File: config.mk
export PLATFORM = sky130hd
export DESIGN_NAME = bcd_serial_adder
export DESIGN_NICKNAME = d
export VERILOG_FILES = /design/src/rtl/bcd_serial_adder.sv
export SDC_FILE = /design/constraint.sdc
export NUM_CORES = 1
export LEC_CHECK = 0
export ABC_AREA = 1
export CORE_MARGIN = 3
export CORE_UTILIZATION = 52
export DETAILED_ROUTE_END_ITERATION = 8
export PLACE_DENSITY = 0.9
export SLEW_MARGIN = 15
export SYNTH_ARGS = -nofsm -noshare
export SYNTH_HDL_FRONTEND = slang
export SYNTH_SLANG_ARGS = --single-unit
File: constraint.sdc
create_clock -name clk -period 3.2 [get_ports clk]
set_input_delay 0.64 -clock clk [delete_from_list [all_inputs] [get_ports clk]]
set_output_delay 0.64 -clock clk [all_outputs]
set_load 0.01 [all_outputs]
File: src/rtl/bcd_serial_adder.sv
// Digit-serial BCD adder: one decimal digit per clock, LSD first, with +6 decimal adjust.
// start/busy/done handshake; result registers hold until the next accepted start.
module bcd_serial_adder #(
    parameter int DIGITS = 4
) (
    input  logic                  clk,
    input  logic                  rst,
    input  logic                  start,
    input  logic [4*DIGITS-1:0]   a,
    input  logic [4*DIGITS-1:0]   b,
    output logic                  busy,
    output logic                  done,
    output logic [4*DIGITS-1:0]   sum,
    output logic                  cout,
    output logic                  invalid
);

    localparam int W     = 4 * DIGITS;
    localparam int IDX_W = (DIGITS > 1) ? $clog2(DIGITS) : 1;
    localparam logic [IDX_W-1:0] LAST_IDX = IDX_W'(DIGITS - 1);

    typedef enum logic [1:0] {
        IDLE,
        ADD,
        DONE
    } state_t;

    state_t           state;
    logic [W-1:0]     a_reg;
    logic [W-1:0]     b_reg;
    logic             carry;
    logic [IDX_W-1:0] idx;

    logic [3:0] a_dig;
    logic [3:0] b_dig;
    logic [4:0] t;
    logic [3:0] digit;
    logic       carry_next;

    function automatic logic has_bad_digit(input logic [W-1:0] v);
        for (int i = 0; i < DIGITS; i++) begin
            if (v[4*i +: 4] > 4'd9) return 1'b1;
        end
        return 1'b0;
    endfunction

    // NOTE: every always_comb output gets a default first so no path can infer a latch.
    always_comb begin
        a_dig      = a_reg[4*idx +: 4];
        b_dig      = b_reg[4*idx +: 4];
        t          = {1'b0, a_dig} + {1'b0, b_dig} + {4'b0000, carry};
        digit      = t[3:0];
        carry_next = 1'b0;
        if (t > 5'd9) begin
            // Adding 6 modulo 16 is the decimal adjust; also defined for invalid nibbles.
            digit      = t[3:0] + 4'd6;
            carry_next = 1'b1;
        end
    end

    // NOTE: sequential state uses non-blocking assignments so every register sees pre-edge values.
    always_ff @(posedge clk or posedge rst) begin
        if (rst) begin
            state   <= IDLE;
            a_reg   <= '0;
            b_reg   <= '0;
            carry   <= 1'b0;
            idx     <= '0;
            busy    <= 1'b0;
            done    <= 1'b0;
            sum     <= '0;
            cout    <= 1'b0;
            invalid <= 1'b0;
        end else begin
            case (state)
                IDLE: begin
                    done <= 1'b0;
                    if (start) begin
                        a_reg   <= a;
                        b_reg   <= b;
                        carry   <= 1'b0;
                        idx     <= '0;
                        sum     <= '0;
                        cout    <= 1'b0;
                        invalid <= has_bad_digit(a) | has_bad_digit(b);
                        busy    <= 1'b1;
                        state   <= ADD;
                    end
                end
                ADD: begin
                    sum[4*idx +: 4] <= digit;
                    carry           <= carry_next;
                    idx             <= idx + 1'b1;
                    if (idx == LAST_IDX) begin
                        cout  <= carry_next;
                        busy  <= 1'b0;
                        done  <= 1'b1;
                        state <= DONE;
                    end
                end
                DONE: begin
                    done  <= 1'b0;
                    state <= IDLE;
                end
                default: state <= IDLE;
            endcase
        end
    end

endmodule

Yosys cells after proc, flatten, opt, wreduce, memory -nomap -nowiden --
Cells that the tools add are included.
Operators by class: $add $sub $neg 5, order comparisons 9, eq/ne operators 5, shift operators 4, muxes and demuxes 79, bitwise operators 1, reduce and logical (&&, ||, !) cells 9
Operators by type and width (number):
- 1-bit two-way mux | 66
- 4-bit negation with 34-bit output | 1
- 4-bit by 34-bit variable shift with 16-bit output (first input constant) | 1
- 4-bit by 34-bit indexed part select with 16-bit output | 1
- 4-bit greater-than comparator (second input constant) | 8
- 16-bit case mux with 2 select lines | 1
- 16-bit by 5-bit indexed part select with 4-bit output | 2
- 16-bit bitwise mux | 1
- 16-bit two-way mux | 1
- 1-bit case mux with 2 select lines | 4
- 2-bit case mux with 2 select lines | 2
- 2-bit AND reduction | 4
- 2-bit two-way mux | 3
- 4-bit by 4-bit adder with 5-bit output | 1
- 5-bit by 1-bit adder with 5-bit output | 1
- 5-bit by 4-bit greater-than comparator with 1-bit output (second input constant) | 1
- 4-bit by 3-bit adder with 4-bit output (second input constant) | 1
- 2-bit equality test (second input constant) | 2
- 4-bit two-way mux | 1
- 2-bit inequality test (second input constant) | 2
- 2-bit nonzero test | 2
- 3-bit AND reduction | 1
- 2-bit by 1-bit adder with 2-bit output (second input constant) | 1
- 2-bit by 1-bit equality test with 1-bit output (second input constant) | 1
- 3 further kinds | 3
Storage, ports and cells: bits in registers 57, input bits 35, output and inout bits 20, logic and storage cells 122

Depth between registers and ports, before layout --
Gate-level depths: netlist of the first run.
depth after elaboration 20, gate-level depth with buffers 19, gate-level depth less buffers 18

Least setup slack after synthesis of the first run --
Ideal clock, no wire load.
path type register to register, from register idx[0], to register sum[10], library setup time 0.129 ns, data arrival time 2.699 ns, required time 3.071 ns, path slack 0.372 ns, cell stages (with the launch flop) 17, path buffers 1, period minus slack after synthesis 2.828 ns, path through dfrtp_1 inv_1 buf_2 nor2_1 o22ai_1 fa_1 fa_1 inv_1 ha_1 inv_1 nor2_1 a21oi_2 nand2_2 nand3b_1 nand2_2 nand3_1 o21ai_0
Between the ends: longest elaborated chain between the ends 8, elaborated cells on any way between the ends 12, those cells by class 4 x add/sub; 1 x order compare; 4 x shift; 3 x mux
RTL lines:
- start: declaration | line 32 | logic [IDX_W-1:0] idx;
- start signal: assignment | line 93 | idx <= idx + 1'b1;
- 16-bit by 5-bit indexed part select with 4-bit output, on equally long branches | line 49, 50
- 4-bit by 4-bit adder with 5-bit output | line 51 | t = {1'b0, a_dig} + {1'b0, b_dig} + {4'b0000, carry};
- 5-bit by 1-bit adder with 5-bit output | line 51
- 4-bit by 3-bit adder with 4-bit output or 5-bit by 4-bit greater-than comparator with 1-bit output (tied branches) | line 56, 54
- 4-bit two-way mux | line 54 | if (t > 5'd9) begin
- 4-bit by 34-bit indexed part select with 16-bit output | line 91 | sum[4*idx +: 4] <= digit;
- 16-bit bitwise mux (*) | line 91
- 16-bit case mux with 2 select lines (*) | line 75 | case (state)
- end signal: indexed assignment | line 91
- end: declaration | line 13 | output logic [4*DIGITS-1:0] sum,
Mark *: on every way between the ends. The rest lies on a longest branch, timed or not. A chain may end at the register's enable or synchronous reset.

Worst setup path in the final report of the first run --
from register idx[0], to register sum[15]
Same word-level chain as after synthesis.

==> reports/results.txt, run 1 <==
The flow ran to the end, and the final reports show no timing, DRC or antenna violations. Clock tree synthesis found a total of 57 sinks. Pin count of the biggest net entering global routing: 41. After detailed routing, the number of remaining DRC violations is 0. The first routing iteration left 169 violations. The worst path meets setup with 160.9 ps of slack. The number of violations of the max-capacitance limit is 0, and the number of buffer cells added on primary ports is 54.

Counting cells, the worst reg-to-reg path comes to 17. The routed layout has 2623 vias. For the starting utilization of the core area, the log shows 55.02%. Subtracting the final worst setup slack from the clock period gives 3039 ps.

Setup violations remaining at the end of the flow were counted as 0. During synthesis, Yosys emitted a total of 0 warnings. The weighted congestion reported at the end of routability-driven placement was 0.9048. In the synthesized netlist, the number of instances is 360.

For the worst setup path, the data arrival time is 3300 ps. Counting every net in the synthesized netlist gives 405. The repair_antennas step left the layout with diodes totalling 0.

The min-delay analysis places its worst path in the category flip-flop to flip-flop. Number of slew-limit violations in the final report: 0. The tools report the type of origin of the critical path as a flip-flop. The run gives 27 as the number of unique standard cell types used by synthesis. STA classifies the critical path endpoint as a flip-flop.

Measured along the x axis, the die boundary spans 80.44 um. In the global route stage, overall resource usage came out at 23.42%. The initial antenna violation count was 0; the synthesized area divided by synthesized cell count was 8.004 um^2. The die covers 6471 um^2.

The placed instances occupy a cell area of 3517 um^2. The highest fanout seen on the critical path is 8, and the data required time of the worst path is 3460 ps. In the routed layout, each cell is associated on average with a via count of 5.225. After legalization and detailed placement, the total HPWL measured 4904 um.

Via count of the first global-routing pass: 2567. The total overflow left after global routing is 0. The run gives 0 as the number of hold-repair buffers added at the cts stage.

TritonCTS built the clock tree. For this design the top-level I/O count stands at 55. From synthesis to final layout, the design area changed by 30.57%.

The routed wire length per instance was 13.68 um; the layout net count was 472. The detail route stage leaves a number of antenna-violating nets equal to 0. The insertion delay to the later sink of the worst-skew pair came out at 340 ps. The post-route netlist has 11.81% of its cells at a drive strength greater than 1. The number of synthesized register bits was 57; the vertical die dimension was 80.44 um. Counting instances, the worst hold path has a depth of 2. OpenSTA, run right after detailed placement, puts the worst setup slack at -16.85 ps. The number of rows created at floorplan was 26.

For the mapped cell area, the log shows 2882 um^2. The logs give 5238 um^2 for the area of the core region and 3 for the H-tree level count. Summed over all layers, the routed wires come to 6869 um. Derived from the worst setup path, the maximum achievable clock frequency is 329.0 MHz. For the TritonCTS buffer count, the log shows 9.

The part of the Yosys area used for sequential elements is 49.50%, and the number of filler cells placed in the layout is 427. The tools report the max-slew headroom at the worst pin as 60.83%. The root buffer selected by CTS is sky130_fd_sc_hd__clkbuf_8. The first global-routing pass estimated 11590 um of wire.

For the number of endpoints with negative hold slack in the final report, the log shows 0. Dividing the final minimum period by the clock period gives 94.97%. The CTS clock-pin slew for the worst setup and hold paths was 60 ps; the worst clock skew was 4.607 ps. The actual slew at the worst max-slew pin came out at 586.7 ps. The maximum clock path buffer count is 2, and the number of detailed-route iterations in the first pass is 4. The final design instance area without fill is 3762 um^2, and the final core area utilization is 71.83%. The critical path start-end classification was flip-flop to flip-flop.
## placed cells by master, fill, tap and decap left out
cell	n
sky130_fd_sc_hd__clkinv_1	1
sky130_fd_sc_hd__o21bai_1	2
sky130_fd_sc_hd__dfrtp_1	56
sky130_fd_sc_hd__inv_1	35
sky130_fd_sc_hd__clkbuf_1	1
sky130_fd_sc_hd__a21oi_2	3
sky130_fd_sc_hd__o22ai_1	9
sky130_fd_sc_hd__nor2_2	1
sky130_fd_sc_hd__nor3_1	3
sky130_fd_sc_hd__fa_2	1
sky130_fd_sc_hd__nand2_4	1
sky130_fd_sc_hd__o21ai_1	1
sky130_fd_sc_hd__nor2_1	28
sky130_fd_sc_hd__a32o_1	1
sky130_fd_sc_hd__o21ai_0	35
sky130_fd_sc_hd__a21oi_1	5
sky130_fd_sc_hd__nand2_1	120
sky130_fd_sc_hd__nand3_2	2
sky130_fd_sc_hd__clkinvlp_4	1
sky130_fd_sc_hd__clkinv_2	2
sky130_fd_sc_hd__nand3b_1	1
sky130_fd_sc_hd__ha_1	8
sky130_fd_sc_hd__buf_4	12
sky130_fd_sc_hd__nand4_1	6
sky130_fd_sc_hd__nand2_2	10
sky130_fd_sc_hd__clkbuf_8	13
sky130_fd_sc_hd__nand4_2	1
sky130_fd_sc_hd__clkdlybuf4s50_1	54
sky130_fd_sc_hd__inv_2	2
sky130_fd_sc_hd__nand3_1	14
sky130_fd_sc_hd__dfrtp_2	1
sky130_fd_sc_hd__buf_12	1
sky130_fd_sc_hd__fa_1	1
## routing by layer
layer,vias up,wire length [um],GRT usage [%]
met5,-,0,0
met4,0,230,13.85
met3,22,416,5.493
met2,92,3292,38.91
met1,1227,2929,27.45
li1,1282,-,-
## area by class of cell
type / count / area (um^2) / area share, %
inverters: 39 / 150.1 / 3.991
multi-input cells: 253 / 1254 / 33.32
flip-flops and latches: 57 / 1428 / 37.94
well taps: 70 / 87.58 / 2.328
clock inverters: 2 / 10.01 / 0.2660
clock buffers: 14 / 182.7 / 4.855
repair buffers: 67 / 650.6 / 17.29
## per-stage QoR
stage          setup TNS [ps]  hold WS (ps)  cells
4_1_cts                     0         481.7    496
5_1_grt                -285.6         510.3    502
3_5_place_dp           -47.25         465.0    480
6_report                    0         476.1    502
2_1_floorplan               0         443.6    360
3_3_place_gp                0         461.7    480
## timing repair
item | CTS | global route
endpoints found under the setup margin | 9 | 13
gates resized for setup | 1 | 2
pin swaps | 0 | 0
setup buffers | 0 | 6
endpoints found under the hold margin | 0 | 0
## logic make-up after synthesis
family	synth area share, %
and+or+nand+nor	27.70
AOI/OAI and AO/OA	10.86
buffers and inverters	7.077
adders and majority gates	4.863
DFF	49.50
## critical path, stage by stage (launching register included)
cell and delay (ps):
sky130_fd_sc_hd__dfrtp_2 470, sky130_fd_sc_hd__clkinvlp_4 190, sky130_fd_sc_hd__o21ai_0 230, sky130_fd_sc_hd__o22ai_1 130
sky130_fd_sc_hd__fa_2 380, sky130_fd_sc_hd__fa_1 400, sky130_fd_sc_hd__inv_1 80, sky130_fd_sc_hd__nand2_2 50
sky130_fd_sc_hd__nand2_2 70, sky130_fd_sc_hd__ha_1 180, sky130_fd_sc_hd__inv_1 60, sky130_fd_sc_hd__nor2_1 110
sky130_fd_sc_hd__a21oi_2 50, sky130_fd_sc_hd__nand2_2 100, sky130_fd_sc_hd__nand2_4 70, sky130_fd_sc_hd__nand2_2 100
sky130_fd_sc_hd__nand4_2 100, sky130_fd_sc_hd__o21bai_1 180
## path summary, 6_finish.rpt
check	from	end	slack, ps
setup / recovery	idx[0]$_DFFE_PP0P_	sum[15]$_DFFE_PP0P_	160
hold / removal	b_reg[5]$_DFFE_PP0P_	b_reg[5]$_DFFE_PP0P_	480
setup reg to reg	idx[0]$_DFFE_PP0P_	sum[15]$_DFFE_PP0P_	160
hold reg to reg	b_reg[5]$_DFFE_PP0P_	b_reg[5]$_DFFE_PP0P_	480
max in group asynchronous	rst	idx[0]$_DFFE_PP0P_	1940
min in group asynchronous	rst	a_reg[4]$_DFFE_PP0P_	690
## cells in the mapped netlist
cell,instances,area share [%]
sky130_fd_sc_hd__nor2_2,1,0.22
sky130_fd_sc_hd__clkbuf_4,2,0.52
sky130_fd_sc_hd__fa_1,2,1.4
sky130_fd_sc_hd__a32o_1,1,0.35
sky130_fd_sc_hd__clkbuf_1,2,0.26
sky130_fd_sc_hd__a21oi_1,5,0.87
sky130_fd_sc_hd__nand3_1,14,2.4
sky130_fd_sc_hd__o21ai_0,35,6.1
sky130_fd_sc_hd__o21bai_1,2,0.52
sky130_fd_sc_hd__nand3_2,2,0.69
sky130_fd_sc_hd__nor2_1,28,3.6
sky130_fd_sc_hd__nand4_1,6,1.3
sky130_fd_sc_hd__o22ai_1,9,2.0
sky130_fd_sc_hd__nand3b_1,1,0.26
sky130_fd_sc_hd__nor3_1,3,0.52
sky130_fd_sc_hd__nand2_2,10,2.2
sky130_fd_sc_hd__nand2_4,1,0.39
sky130_fd_sc_hd__inv_2,1,0.13
sky130_fd_sc_hd__o21ai_1,1,0.17
sky130_fd_sc_hd__a21oi_2,3,0.91
sky130_fd_sc_hd__buf_2,7,1.2
sky130_fd_sc_hd__dfrtp_1,57,50
sky130_fd_sc_hd__clkinv_1,1,0.13
sky130_fd_sc_hd__nand4_2,1,0.43
sky130_fd_sc_hd__nand2_1,120,16
sky130_fd_sc_hd__inv_1,37,4.8
sky130_fd_sc_hd__ha_1,8,3.5
Power of run 1 is left out: the tool's default activity adds up to more than one toggle a clock period on the data nets, which glitch-free logic cannot reach.
==> run 2, diff against run 1 <==
--- a/config.mk
+++ b/config.mk
@@ -6,6 +6,7 @@
 export NUM_CORES = 1
 export LEC_CHECK = 0
 export ABC_AREA = 1
+export ABC_CLOCK_PERIOD_IN_PS = 3200
 export CORE_MARGIN = 3
 export CORE_UTILIZATION = 52
 export DETAILED_ROUTE_END_ITERATION = 8
==> results of run 2 <==
Same layout as run 1: the final DEF is identical, and so are final timing and power.
Power of run 2 is left out for the same reason.
==> run 3, diff against run 2 <==
--- a/config.mk
+++ b/config.mk
@@ -8,9 +8,9 @@
 export ABC_AREA = 1
 export ABC_CLOCK_PERIOD_IN_PS = 3200
 export CORE_MARGIN = 3
-export CORE_UTILIZATION = 52
+export CORE_UTILIZATION = 45
 export DETAILED_ROUTE_END_ITERATION = 8
-export PLACE_DENSITY = 0.9
+export PLACE_DENSITY = 0.81
 export SLEW_MARGIN = 15
 export SYNTH_ARGS = -nofsm -noshare
 export SYNTH_HDL_FRONTEND = slang
==> run 3 against run 2 <==
  * Global-route usage is 3.5 points lower
  * Via count shrank 3.3%
  * Die area up 14%
  * Utilization is 9.5 points lower
  * Clock skew is 2.5 ps higher
  * Sequential cell count stayed put
  * Worst setup slack improved by 27 ps
  * Register-to-register slack improved by 30 ps
  * Cell count grew 1.4%
  * First-iteration DRC count is 19% lower
  * Fmax is 0.89% higher
  * Non-clock buffer count rose by 3
  * Critical endpoint is now sum[9]$_DFFE_PP0P_
==> reports/results.txt, run 3 (synthesized netlist as in run 1, its figures left out) <==
Number of violations of the max-capacitance limit: 0 (unchanged). TritonCTS built the clock tree. The weighted congestion reported at the end of routability-driven placement is 0.9067 (+0.21%), and the H-tree level count is 3 (unchanged). The beginning of the critical path was idx[0]$_DFFE_PP0P_. Number of rows created at floorplan: 28 (+7.7%). The number of endpoints with negative hold slack in the final report was 0 (unchanged); the full die area was 7399 um^2 (+14%). The run gives 487 (+1.5%) as the number of cells after detailed placement. The number of buffer cells added on primary ports is 54 (unchanged), and the highest fanout seen on the critical path is 9 (+1). Number of slew-limit violations in the final report: 0 (unchanged). The type of origin of the critical path was a flip-flop. The via density per instance works out to 4.982 (-4.6%). Startpoint of the most critical hold path: b_reg[10]$_DFFE_PP0P_. The total of endpoints with negative setup slack in the final report was 0 (unchanged); the maximum clock path buffer count was 2 (unchanged). The share of post-route cells with drive strength above 1 is 12.21% (+0.41 points). The logs give 6061 um^2 (+16%) for the area of the core region and 547 (+28%) for the number of filler cells placed in the layout. The actual slew at the worst max-slew pin is 625.4 ps (+38.75 ps). The run gives 47.54% (-7.5 points) as the starting utilization of the core area. The tools report the layout net count as 475 (+0.64%). The max-slew headroom at the worst pin was 58.24% (-2.6 points); the part of the cycle the worst path needs was 94.14% (-0.84 points). The library cells used most frequently in the layout, excluding fill and tap cells, are sky130_fd_sc_hd__nand2_1 (120), sky130_fd_sc_hd__dfrtp_1 (56), sky130_fd_sc_hd__clkdlybuf4s50_1 (54). The chip width came out at 86.02 um (+6.9%). The critical path start-end classification is flip-flop to flip-flop.

The logs give 3270 ps (-30 ps) for the arrival time of data at the critical path endpoint and 9 (unchanged) for the TritonCTS buffer count. The global-route wire length before repair is 11560 um (-0.24%). The routed wire length per instance is 13.50 um (-1.3%), and the number of detailed-route iterations in the first pass is 4 (unchanged). The instance area at placement was 3526 um^2 (+0.25%); the area growth from synthesis to final layout was 31.13%. The I/O pin count was 55 (unchanged); the post-route minimum period was 3012 ps (-26.73 ps). The CTS clock-pin slew for the worst setup and hold paths came out at 70 ps (about the same). The residual antenna-violating net count after detailed routing is 0 (unchanged), and the first-iteration detailed-routing DRC count is 137 (-19%). The overall fraction of global-route tracks in use is 19.96% (-3.5 points). The min-delay analysis places its worst path in the category flip-flop to flip-flop. The insertion delay to the later sink of the worst-skew pair is 330 ps (about the same), and the final core area utilization is 62.35% (-9.5 points). The logs give 41 (unchanged) for the pin count of the biggest net entering global routing and 3460 ps (about the same) for the data required time of the worst path. The number of sinks on the clock net came out at 57 (unchanged).

Sum of routed wire length over all layers: 6872 um (about the same). The flow ran to the end, and the final reports show no timing, DRC or antenna violations. The DRC violations left is 0 (unchanged), and the via count of the first global-routing pass is 2549 (-0.70%). The tools report the final design instance area without fill as 3779 um^2 (+0.43%). For the aggregate global routing overflow, the log shows 0 (unchanged). The library cell used most frequently in the layout, excluding fill and tap cells, is sky130_fd_sc_hd__nand2_1.

The logs give 7.082 ps (+2.475 ps) for the worst clock skew and 0 (unchanged) for the initial antenna violation count. Endpoint class of the critical path: a flip-flop. The post-place setup slack is -43.55 ps (-26.71 ps), and the count of inserted antenna diode cells is 0 (unchanged). The logs give 2536 (-3.3%) for the via count and 509 (+1.4%) for the number of standard cells in the final layout excluding fillers. The vertical die dimension came out at 86.02 um (+6.9%). Root buffer selected by CTS: sky130_fd_sc_hd__clkbuf_8.

The tools report the post-route worst setup slack as 187.6 ps (+26.73 ps). The worst register-to-register path begins at idx[0]$_DFFE_PP0P_. The run gives 332.0 MHz (+0.89%) as the maximum clock rate. The tools report the detailed placer's ending HPWL as 5033 um (+2.6%).
run 3: changes by cell type in the layout (fill, tap and decap cells not counted):
cell                        previous run  this run
sky130_fd_sc_hd__bufinv_16             0         1
sky130_fd_sc_hd__clkbuf_8             13        11
sky130_fd_sc_hd__clkbuf_2              0         1
sky130_fd_sc_hd__buf_4                12        15
sky130_fd_sc_hd__buf_12                1         0
run 3: layout make-up:
class,instances,area (um^2),area share (%)
repair buffers,70,658.1,17.42
clock buffers,12,155.1,4.106
inverters,39,150.1,3.974
flip-flops and latches,57,1428,37.78
clock inverters,3,40.04,1.060
multi-input cells,253,1254,33.18
well taps,75,93.84,2.483
run 3: per-stage QoR:
stage	TNS [ps]	hold WS (ps)
6_report	0	480.3
5_1_grt	-10.59	514.3
2_1_floorplan	0	443.6
3_5_place_dp	-113.6	465.5
3_3_place_gp	0	459.0
4_1_cts	0	483.0
run 3: final timing paths:
path,end,slack [ps],cells after the start
max,sum[9]$_DFFE_PP0P_,190,16
min,b_reg[10]$_DFFE_PP0P_,480,2
max reg2reg,sum[9]$_DFFE_PP0P_,190,16
min reg2reg,b_reg[10]$_DFFE_PP0P_,480,2
max in group asynchronous,sum[4]$_DFFE_PP0P_,1830,3
min in group asynchronous,done$_DFFE_PP0P_,700,2
run 3: per-layer routing:
layer  share of wire, %  wire length, um  vias up  track usage [%]
met4                1.8              127        0            8.201
met5                  0                0        -                0
met2                 48             3315       91            34.27
li1                   -                -     1287                -
met3                5.8              398       16            4.803
met1                 44             3031     1142            23.92
run 3: repair_timing:
| action | in CTS | in global routing |
|---|---|---|
| gates cloned | 0 | 0 |
| hold buffers | 0 | 0 |
| setup endpoints to repair | 9 | 14 |
| resized for setup | 1 | 2 |
| setup buffers | 0 | 7 |
run 3: critical path, cell delays in order, from the launching register on:
cell	delay [ps]
sky130_fd_sc_hd__dfrtp_2	440
sky130_fd_sc_hd__clkinvlp_4	190
sky130_fd_sc_hd__o21ai_0	200
sky130_fd_sc_hd__o22ai_1	110
sky130_fd_sc_hd__fa_2	400
sky130_fd_sc_hd__fa_1	550
sky130_fd_sc_hd__inv_1	80
sky130_fd_sc_hd__ha_1	200
sky130_fd_sc_hd__inv_1	80
sky130_fd_sc_hd__nor2_1	60
sky130_fd_sc_hd__a21oi_2	120
sky130_fd_sc_hd__nand2_2	100
sky130_fd_sc_hd__nand2_4	90
sky130_fd_sc_hd__nand2_2	50
sky130_fd_sc_hd__nand2_2	90
sky130_fd_sc_hd__nand3_1	70
sky130_fd_sc_hd__o21ai_1	100
Power of run 3 is left out for the same reason.
